[config.mk]
export PLATFORM = sky130hd
export DESIGN_NAME = pn_seq_ctrl
export DESIGN_NICKNAME = d
export VERILOG_FILES = /design/src/rtl/pn_pkg.sv /design/src/rtl/pn_lfsr_core.sv /design/src/rtl/pn_seq_ctrl.sv
export SDC_FILE = /design/constraint.sdc
export NUM_CORES = 1
export LEC_CHECK = 0
export CAP_MARGIN = 20
export CELL_PAD_IN_SITES_DETAIL_PLACEMENT = 0
export CELL_PAD_IN_SITES_GLOBAL_PLACEMENT = 1
export CORE_MARGIN = 2
export CORE_UTILIZATION = 42
export DETAILED_ROUTE_END_ITERATION = 10
export GPL_ROUTABILITY_DRIVEN = 0
export PLACE_DENSITY = 0.84
export SLEW_MARGIN = 30
export SYNTH_ARGS = -nofsm -noshare
export SYNTH_HDL_FRONTEND = slang
export SYNTH_SLANG_ARGS = --single-unit
[constraint.sdc]
create_clock -name clk -period 4.1 [get_ports clk]
set_input_delay 0.41 -clock clk [delete_from_list [all_inputs] [get_ports clk]]
set_output_delay 0.41 -clock clk [all_outputs]
set_load 0.05 [all_outputs]
[src/rtl/pn_pkg.sv]
// pn_pkg: shared types and defaults for the PN sequence controller.
//   W_DEF   : default maximum LFSR width
//   poly_t  : 16-bit polynomial word as read from the polynomial ROM
//   state_t : controller FSM states
package pn_pkg;
    localparam int W_DEF = 13;
    typedef logic [15:0] poly_t;
    typedef enum logic [2:0] {IDLE, FETCH, LOAD, READY, ERR} state_t;
endpackage

[src/rtl/pn_lfsr_core.sv]
// pn_lfsr_core: LFSR state register with the n-bit masked step rule and seed compare.
//   clk, rst     : clock, asynchronous active-low reset
//   clr          : force state to zero (restart)
//   load         : state <= seed masked to n bits
//   step         : state <= next LFSR value
//   n, poly, seed: degree, tap mask, seed
//   state        : current state (zero above bit n-1)
//   hit          : the next state equals the seed
module pn_lfsr_core
    import pn_pkg::*;
#(
    parameter int W = W_DEF
) (
    input  logic         clk,
    input  logic         rst,
    input  logic         clr,
    input  logic         load,
    input  logic         step,
    input  logic [3:0]   n,
    input  logic [W-1:0] poly,
    input  logic [W-1:0] seed,
    output logic [W-1:0] state,
    output logic         hit
);
    logic [W-1:0] mask;
    logic [W-1:0] nxt;
    logic         fb;

    // Shifting all-ones left by n leaves exactly the upper bits to clear;
    // n==W shifts everything out, giving a full-width mask.
    always_comb begin
        mask = ~({W{1'b1}} << n);
        fb   = ^(state & poly & mask);
        nxt  = {state[W-2:0], fb} & mask;
        hit  = nxt == (seed & mask);
    end

    always_ff @(posedge clk or negedge rst)
        if (!rst)
            state <= '0;
        else if (clr)
            state <= '0;
        else if (load)
            state <= seed & mask;
        else if (step)
            state <= nxt;
endmodule

[src/rtl/pn_seq_ctrl.sv]
// pn_seq_ctrl: sequences polynomial fetch, config check, seeding and stepping of the PN LFSR.
//   clk, rst       : clock, asynchronous active-low reset
//   start          : latch num/init and (re)load
//   next           : single step pulse
//   run            : auto-step every AUTO_DIV clocks while high
//   num, init      : degree and seed
//   rom_addr       : polynomial ROM address (degree)
//   rom_data       : polynomial read back after ROM_LAT cycles
//   seq_out, valid : current LFSR state and its qualifier
//   busy           : fetch/load in progress
//   wrap, period   : return-to-seed pulse and last measured cycle length
//   err            : configuration rejected
module pn_seq_ctrl
    import pn_pkg::*;
#(
    parameter int W        = W_DEF,
    parameter int ROM_LAT  = 1,
    parameter int AUTO_DIV = 1000
) (
    input  logic         clk,
    input  logic         rst,
    input  logic         start,
    input  logic         next,
    input  logic         run,
    input  logic [3:0]   num,
    input  logic [W-1:0] init,
    output logic [3:0]   rom_addr,
    input  poly_t        rom_data,
    output logic [W-1:0] seq_out,
    output logic         valid,
    output logic         busy,
    output logic         wrap,
    output logic [W-1:0] period,
    output logic         err
);
    localparam int LW = $clog2(ROM_LAT + 1);
    localparam int DW = $clog2(AUTO_DIV);

    state_t       st;
    logic [3:0]   n_r;
    logic [W-1:0] seed_r;
    logic [W-1:0] poly_r;
    logic [W-1:0] cnt;
    logic [W-1:0] mask;
    logic [LW-1:0] lat;
    logic [DW-1:0] div;
    logic         restart;
    logic         cfg_ok;
    logic         tick;
    logic         step;
    logic         load;
    logic         hit;

    // start is honoured only outside FETCH/LOAD and always wins over a step.
    always_comb begin
        restart = start && (st == IDLE || st == READY || st == ERR);
        mask    = ~({W{1'b1}} << n_r);
        cfg_ok  = n_r >= 4'd2 && int'(n_r) <= W && (seed_r & mask) != '0 && rom_data[n_r - 4'd1];
        load    = st == LOAD && cfg_ok;
        tick    = run && div == DW'(AUTO_DIV - 1);
        step    = st == READY && !start && (next || tick);
    end

    pn_lfsr_core #(.W(W)) u_core (
        .clk   (clk),
        .rst   (rst),
        .clr   (restart),
        .load  (load),
        .step  (step),
        .n     (n_r),
        .poly  (poly_r),
        .seed  (seed_r),
        .state (seq_out),
        .hit   (hit)
    );

    always_ff @(posedge clk or negedge rst)
        if (!rst) begin
            st       <= IDLE;
            n_r      <= '0;
            seed_r   <= '0;
            poly_r   <= '0;
            cnt      <= '0;
            lat      <= '0;
            div      <= '0;
            rom_addr <= '0;
            valid    <= 1'b0;
            busy     <= 1'b0;
            wrap     <= 1'b0;
            period   <= '0;
            err      <= 1'b0;
        end else begin
            wrap <= 1'b0;
            // Divider only runs in READY with run high; anything else clears it.
            div  <= (st == READY && run && !tick) ? div + 1'b1 : '0;
            if (restart) begin
                st       <= FETCH;
                n_r      <= num;
                seed_r   <= init;
                lat      <= LW'(1);
                rom_addr <= num;
                valid    <= 1'b0;
                busy     <= 1'b1;
                err      <= 1'b0;
                period   <= '0;
            end else begin
                case (st)
                    FETCH:
                        if (lat == LW'(ROM_LAT)) begin
                            st       <= LOAD;
                            rom_addr <= '0;
                        end else
                            lat <= lat + 1'b1;
                    LOAD: begin
                        poly_r <= rom_data[W-1:0];
                        busy   <= 1'b0;
                        cnt    <= '0;
                        period <= '0;
                        st     <= cfg_ok ? READY : ERR;
                        valid  <= cfg_ok;
                        err    <= !cfg_ok;
                    end
                    READY:
                        if (step) begin
                            if (hit) begin
                                wrap   <= 1'b1;
                                period <= cnt + 1'b1;
                                cnt    <= '0;
                            end else
                                cnt <= cnt + 1'b1;
                        end
                    default: ;
                endcase
            end
        end
endmodule

## Yosys cells after proc, flatten, opt, wreduce, memory -nomap -nowiden

Index checks and enable logic that the tools add are counted.

- Word-level logic and storage cells: 102
- Output and inout port bits: 34
- Bits in registers: 91
- Input bits: 38

- Magnitude comparators: 3
- Bitwise operators: 6
- Reduce and logical (&&, ||, !) cells: 31
- Equal/unequal tests: 10
- Mux-type cells: 33
- Shifts and indexed selects: 1
- Add/sub/neg operators: 4

Operators with widths:

| cell | count |
|---|---|
| $mux W13 | 8 |
| $and A13 B13 Y13 | 4 |
| $pmux W13 S2 | 2 |
| $mux W1 | 14 |
| $add A13 B1 Y13 const B | 1 |
| $eq A13 B13 Y1 | 1 |
| $not A13 Y13 | 1 |
| $reduce_bool A13 Y1 | 1 |
| $reduce_xor A13 Y1 | 1 |
| $shl A13 B4 Y13 const A | 1 |
| $mux W4 | 3 |
| $add A10 B1 Y10 const B | 1 |
| $eq A10 B10 Y1 const B | 1 |
| $logic_and A1 B1 Y1 | 10 |
| $mux W10 | 1 |
| $mux W3 | 3 |
| $ne A3 B3 Y1 const B | 3 |
| $reduce_bool A3 Y1 | 3 |
| $reduce_bool A2 Y1 | 4 |
| $eq A3 B2 Y1 const B | 2 |
| $pmux W3 S2 | 1 |
| $reduce_and A2 Y1 | 3 |
| $reduce_and A3 Y1 | 2 |
| $lt A4 B5 Y1 const B | 1 |
| other kinds (12) | 16 |

## Longest topological paths before layout

- Depth after elaboration: 10
- Depth in mapped cells: 16

## By module

From an unflattened synthesis, not the netlist that was laid out.

- Cells, all modules: 579
- Area, all modules: 5119.9 um^2

By module, submodules not included:

| module | instances | seq. area each (um^2) | cells each | area an instance (um^2) |
|---|---|---|---|---|
| pn_seq_ctrl | 1 | 1951.9 | 419 | 3868.7 |
| pn_lfsr_core | 1 | 325.3 | 160 | 1251.2 |

## Worst setup path before layout

Ideal clock, no wire load.

- Path kind: register -> register
- Start: register n_r[1]
- End: register period[12]
- Stages on the path, launching flop included: 14
- Path buffers: 2
- Arrival: 3.092 ns
- Setup slack: 0.928 ns
- Required time: 4.020 ns
- Cells stage by stage: dfrtp_1 > clkbuf_1 > inv_1 > ha_1 > ha_1 > nor2b_2 > nand3b_1 > xor3_1 > xor3_1 > xnor3_1 > o21ai_2 > and2_0 > buf_4 > o2bb2ai_1

- Cells in the longest elaborated chain, start to end: 8

RTL lines:

| element | RTL line | source |
|---|---|---|
| from (decl) | pn_seq_ctrl.sv:40 | `logic [3:0] n_r;` |
| from (signal assigned) | pn_seq_ctrl.sv:98 | `n_r <= num;` |
| $shl A13 B4 Y13 * | pn_lfsr_core.sv:32 | `mask = ~({W{1'b1}} << n);` |
| $not A13 Y13 * | pn_lfsr_core.sv:32 |  |
| $and A13 B13 Y13 | pn_lfsr_core.sv:33 | `fb = ^(state & poly & mask);` |
| $reduce_xor A13 Y1 | pn_lfsr_core.sv:33 |  |
| $and A13 B13 Y13 | pn_lfsr_core.sv:34 | `nxt = {state[W-2:0], fb} & mask;` |
| $eq A13 B13 Y1 * | pn_lfsr_core.sv:35 | `hit = nxt == (seed & mask);` |
| $ne A3 B3 Y1 (no line) * | - |  |
| $reduce_and A3 Y1 (no line) * | - |  |
| to (signal assigned) | pn_seq_ctrl.sv:127 | `period <= cnt + 1'b1;` |
| to (decl) | pn_seq_ctrl.sv:33 | `output logic [W-1:0] period,` |

Mark *: on every way between the ends. The rest lies on a longest branch, timed or not.
A chain may end at the register's enable or synchronous reset.

## Worst setup path in the final report

- Start: register n_r[1]
- End: register period[1]

The elaborated chain is that of the path after synthesis.

==> metrics.md <==
| Metric | Value |
|---|---|
| Gr usage total | 0.2123 |
| Clock buffer count from CTS | 9 |
| Post-Route Skew | 0.008234 ns |
| Clock network fraction of total power | 0.223 |
| Sequential power share | 0.368 |
| Clock latency on the worst-skew pair | 0.34 ns |
| Int Power | 2.339 mW |
| Post-synth top cells | nand2_1 (128), dfrtp_1 (91), nor2_1 (25) |
| Worst EP required | 4.38 ns |
| Hold Path Class | input port to async pin |
| Drc violations | 0 |
| Routed WL per cell | 17.64 um |
| Total grt overflow | 0 |
| Startpoint Class | flop |
| Crit Path Class | flop to flop |
| WP data arrival | 3.94 ns |
| Io pins | 72 |
| Max Cap Violations | 0 |
| Synth top area cells | dfrtp_1 (46%), nand2_1 (9.8%), xnor2_1 (3.4%) |
| Final Util | 0.5316 |
| Top-count cell post-synth | nand2_1 |
| Final min period | 3.659 ns |
| Hold_buf cts | 0 |
| Average cell area after synthesis | 9.351 um^2 |
| Detailed Place HPWL | 9135 um |
| TritonCTS clock tree | yes |
| Slew @ Worst Pin | 0.8512 ns |
| P_sw | 1.730 mW |
| First-pass GRT wire length | 21200 um |
| Final ANT Viol Nets | 0 |
| Routed vias | 4105 |
| CTS Root Cell | clkbuf_16 |
| Pre-antenna DRT Iters | 5 |
| Row count | 39 |
| Status | finished, final reports clean |
| Fill cell count | 1072 |
| Mapped Cells | 524 |
| Ant diodes | 0 |
| Fin nets | 633 |
| Endpoints failing setup | 0 |
| Final slew viol count | 0 |
| Ratio of final minimum period to clock period | 0.8923 |
| Initial core utilization | 0.4291 |
| P_leak | 2.621 nW |
| EDFF count, synth | 0 |
| DRT met1 WL | 5943 um |
| Antenna violations before repair | 0 |
| CP Max Fanout | 15 |
| # H-tree levels | 3 |
| Vias in the first global route | 4106 |
| Area of the mapped netlist | 4900 um^2 |
| Share of cells above drive strength 1 | 0.06588 |
| DRT iter0 DRCs | 309 |
| Fin. Hold Viols | 0 |
| Synthesis warning total | 0 |
| Worst slew margin | 0.4295 |
| Fmax | 0.2733 GHz |
| Main flop type after synthesis | dfrtp_1 |
| Core area | 11420 um^2 |
| Final wirelength | 12960 um |
| Register area share after synthesis | 0.4648 |
| Yosys cell types | 64 |
| Avg Vias per Cell | 5.585 |
| Height of the die | 112.0 um |
| Syn Nets | 570 |
| Number of port buffers | 71 |
| Post-synth top area cell | dfrtp_1 |
| Met3 wire len | 669 um |
| Largest net degree at the start of global routing | 73 |
| Yosys reg bits | 91 |
| CTS clk-pin slew, worst paths | 0.07 ns |
| Top sig layer | met4 |
| RSZ-0062 raised after global routing | no |
| Max rail drop VDD | 0.0003107 V |
| TNS Setup | 0 ns |
| Area grow syn2layout | 23.88% |
| Max clock buf depth | 2 |
| Sw frac | 0.4253 |
| CTS sink count | 91 |
| Die width | 112.0 um |
| Post-CTS setup buffers | 0 |
| Post-synth ARST share | 1.000 |
| WL met2 | 6023 um |
| Die ar. | 12550 um^2 |
| CTS resizes | 0 |
| Power share of the combinational group | 0.409 |
| CP Capture Type | flop |
| PwrDens | 670.4 nW/um^2 |
| Post-synth top area share | 0.4648 |
critical path, cell delays in order (launching register included):
cell and delay, ns:
dfrtp_1 0.64, inv_1 0.14, ha_1 0.25, ha_1 0.27, nor2b_2 0.22, nand3b_1 0.23
xor3_1 0.42, xor3_1 0.23, xnor3_1 0.27, o21ai_2 0.35, and2_0 0.40, a32o_1 0.18
cell type report:
| cell class | count | area [um^2] | area share |
|---|---|---|---|
| Timing Repair Buffer | 79 | 784.5 | 0.1293 |
| Sequential cell | 91 | 2277 | 0.3752 |
| Tap cell | 143 | 178.9 | 0.02948 |
| Multi-Input combinational cell | 391 | 2449 | 0.4034 |
| Clock inverter | 7 | 98.84 | 0.01629 |
| Inverter | 15 | 56.30 | 0.009276 |
| Clock buffer | 9 | 225.2 | 0.03711 |
metrics by stage:
stage / instance area (um^2) / power, mW / hold slack, ns / setup WS, ns / instances
final: 6070 / 4.069 / 0.07961 / 0.4414 / 735
after global routing: 6070 / 4.329 / 0.1029 / 0.1585 / 735
after CTS: 6066 / 4.076 / 0.2361 / 0.4890 / 735
after detailed placement: 5742 / 3.147 / 0.4603 / 0.4994 / 719
after global placement: 5742 / 3.108 / 0.4423 / 0.6833 / 719
after floorplan: 4900 / 2.619 / 0.1144 / 0.9285 / 524
state kept, by name, summed over array words and instances (netlist names):
name and flops:
wrap 1, poly_r 13, lat 1, n_r 4, seed_r 13, st 3, div 10, rom_addr 4
err 1, cnt 13, busy 1, period 13, u_core.state 13, valid 1
path summary, 6_finish.rpt:
kind | startpoint | endpoint | slack, ns | depth (start not counted)
max | n_r[1] | period[1] | 0.44 | 11
min | rst | div[8] | 0.08 | 1
max reg2reg | n_r[1] | period[1] | 0.44 | 11
min reg2reg | lat | lat | 0.47 | 1
max in group asynchronous | rst | seed_r[5] | 3.27 | 2
min in group clk | lat | lat | 0.47 | 1
cell usage in the layout, fill, tap and decap left out, drive strengths merged, types with 2 or more instances in the layout:
| master | netlist | layout |
|---|---|---|
| a22oi | 6 | 6 |
| ha | 8 | 8 |
| buf | 9 | 9 |
| o32ai | 3 | 3 |
| a31oi | 6 | 6 |
| or3 | 4 | 4 |
| nand2 | 128 | 128 |
| clkbuf | 18 | 9 |
| clkdlybuf4s50 | 0 | 70 |
| dfrtp | 91 | 91 |
| bufinv | 0 | 2 |
| o21ai | 17 | 17 |
| xor2 | 17 | 17 |
| o221ai | 2 | 2 |
| nor3 | 9 | 9 |
| nor2b | 4 | 4 |
| xor3 | 2 | 2 |
| o2bb2ai | 6 | 6 |
| and2 | 4 | 4 |
| a21o | 3 | 3 |
| nand3b | 4 | 4 |
| o31ai | 6 | 6 |
| and3 | 7 | 7 |
| a32o | 5 | 5 |
| or2 | 3 | 3 |
| o41ai | 9 | 9 |
| xnor2 | 20 | 20 |
| nand2b | 6 | 6 |
| a211o | 2 | 2 |
| o22ai | 4 | 4 |
| inv | 15 | 17 |
| a21oi | 16 | 16 |
| nand4 | 6 | 6 |
| mux4 | 4 | 4 |
| o21a | 4 | 4 |
| nor2 | 25 | 25 |
| nor4bb | 2 | 2 |
| a22o | 8 | 8 |
| clkinv | 0 | 2 |
| nand3 | 25 | 25 |
cell families after synthesis:
family	synth area share
fa+ha+maj	0.02043
xor+xnor	0.08197
compound gates	0.1571
mux	0.02273
simple gates	0.2163
flops	0.4648
buf+inv	0.03677
power by group through the flow:
stage	logic, mW	registers, mW	clock network (mW)
2_1_floorplan	1.12	1.50	0
3_3_place_gp	1.62	1.49	0
3_5_place_dp	1.64	1.50	0
4_1_cts	1.66	1.49	0.928
5_1_grt	1.83	1.53	0.972
6_report	1.66	1.50	0.908
routing by layer:
metal	up-vias	GRT usage
li1	1965	-
met1	1961	0.3010
met2	153	0.3261
met3	26	0.04590
met4	0	0.07398
met5	-	0
Note: power is estimated with default switching activity, not from simulation.
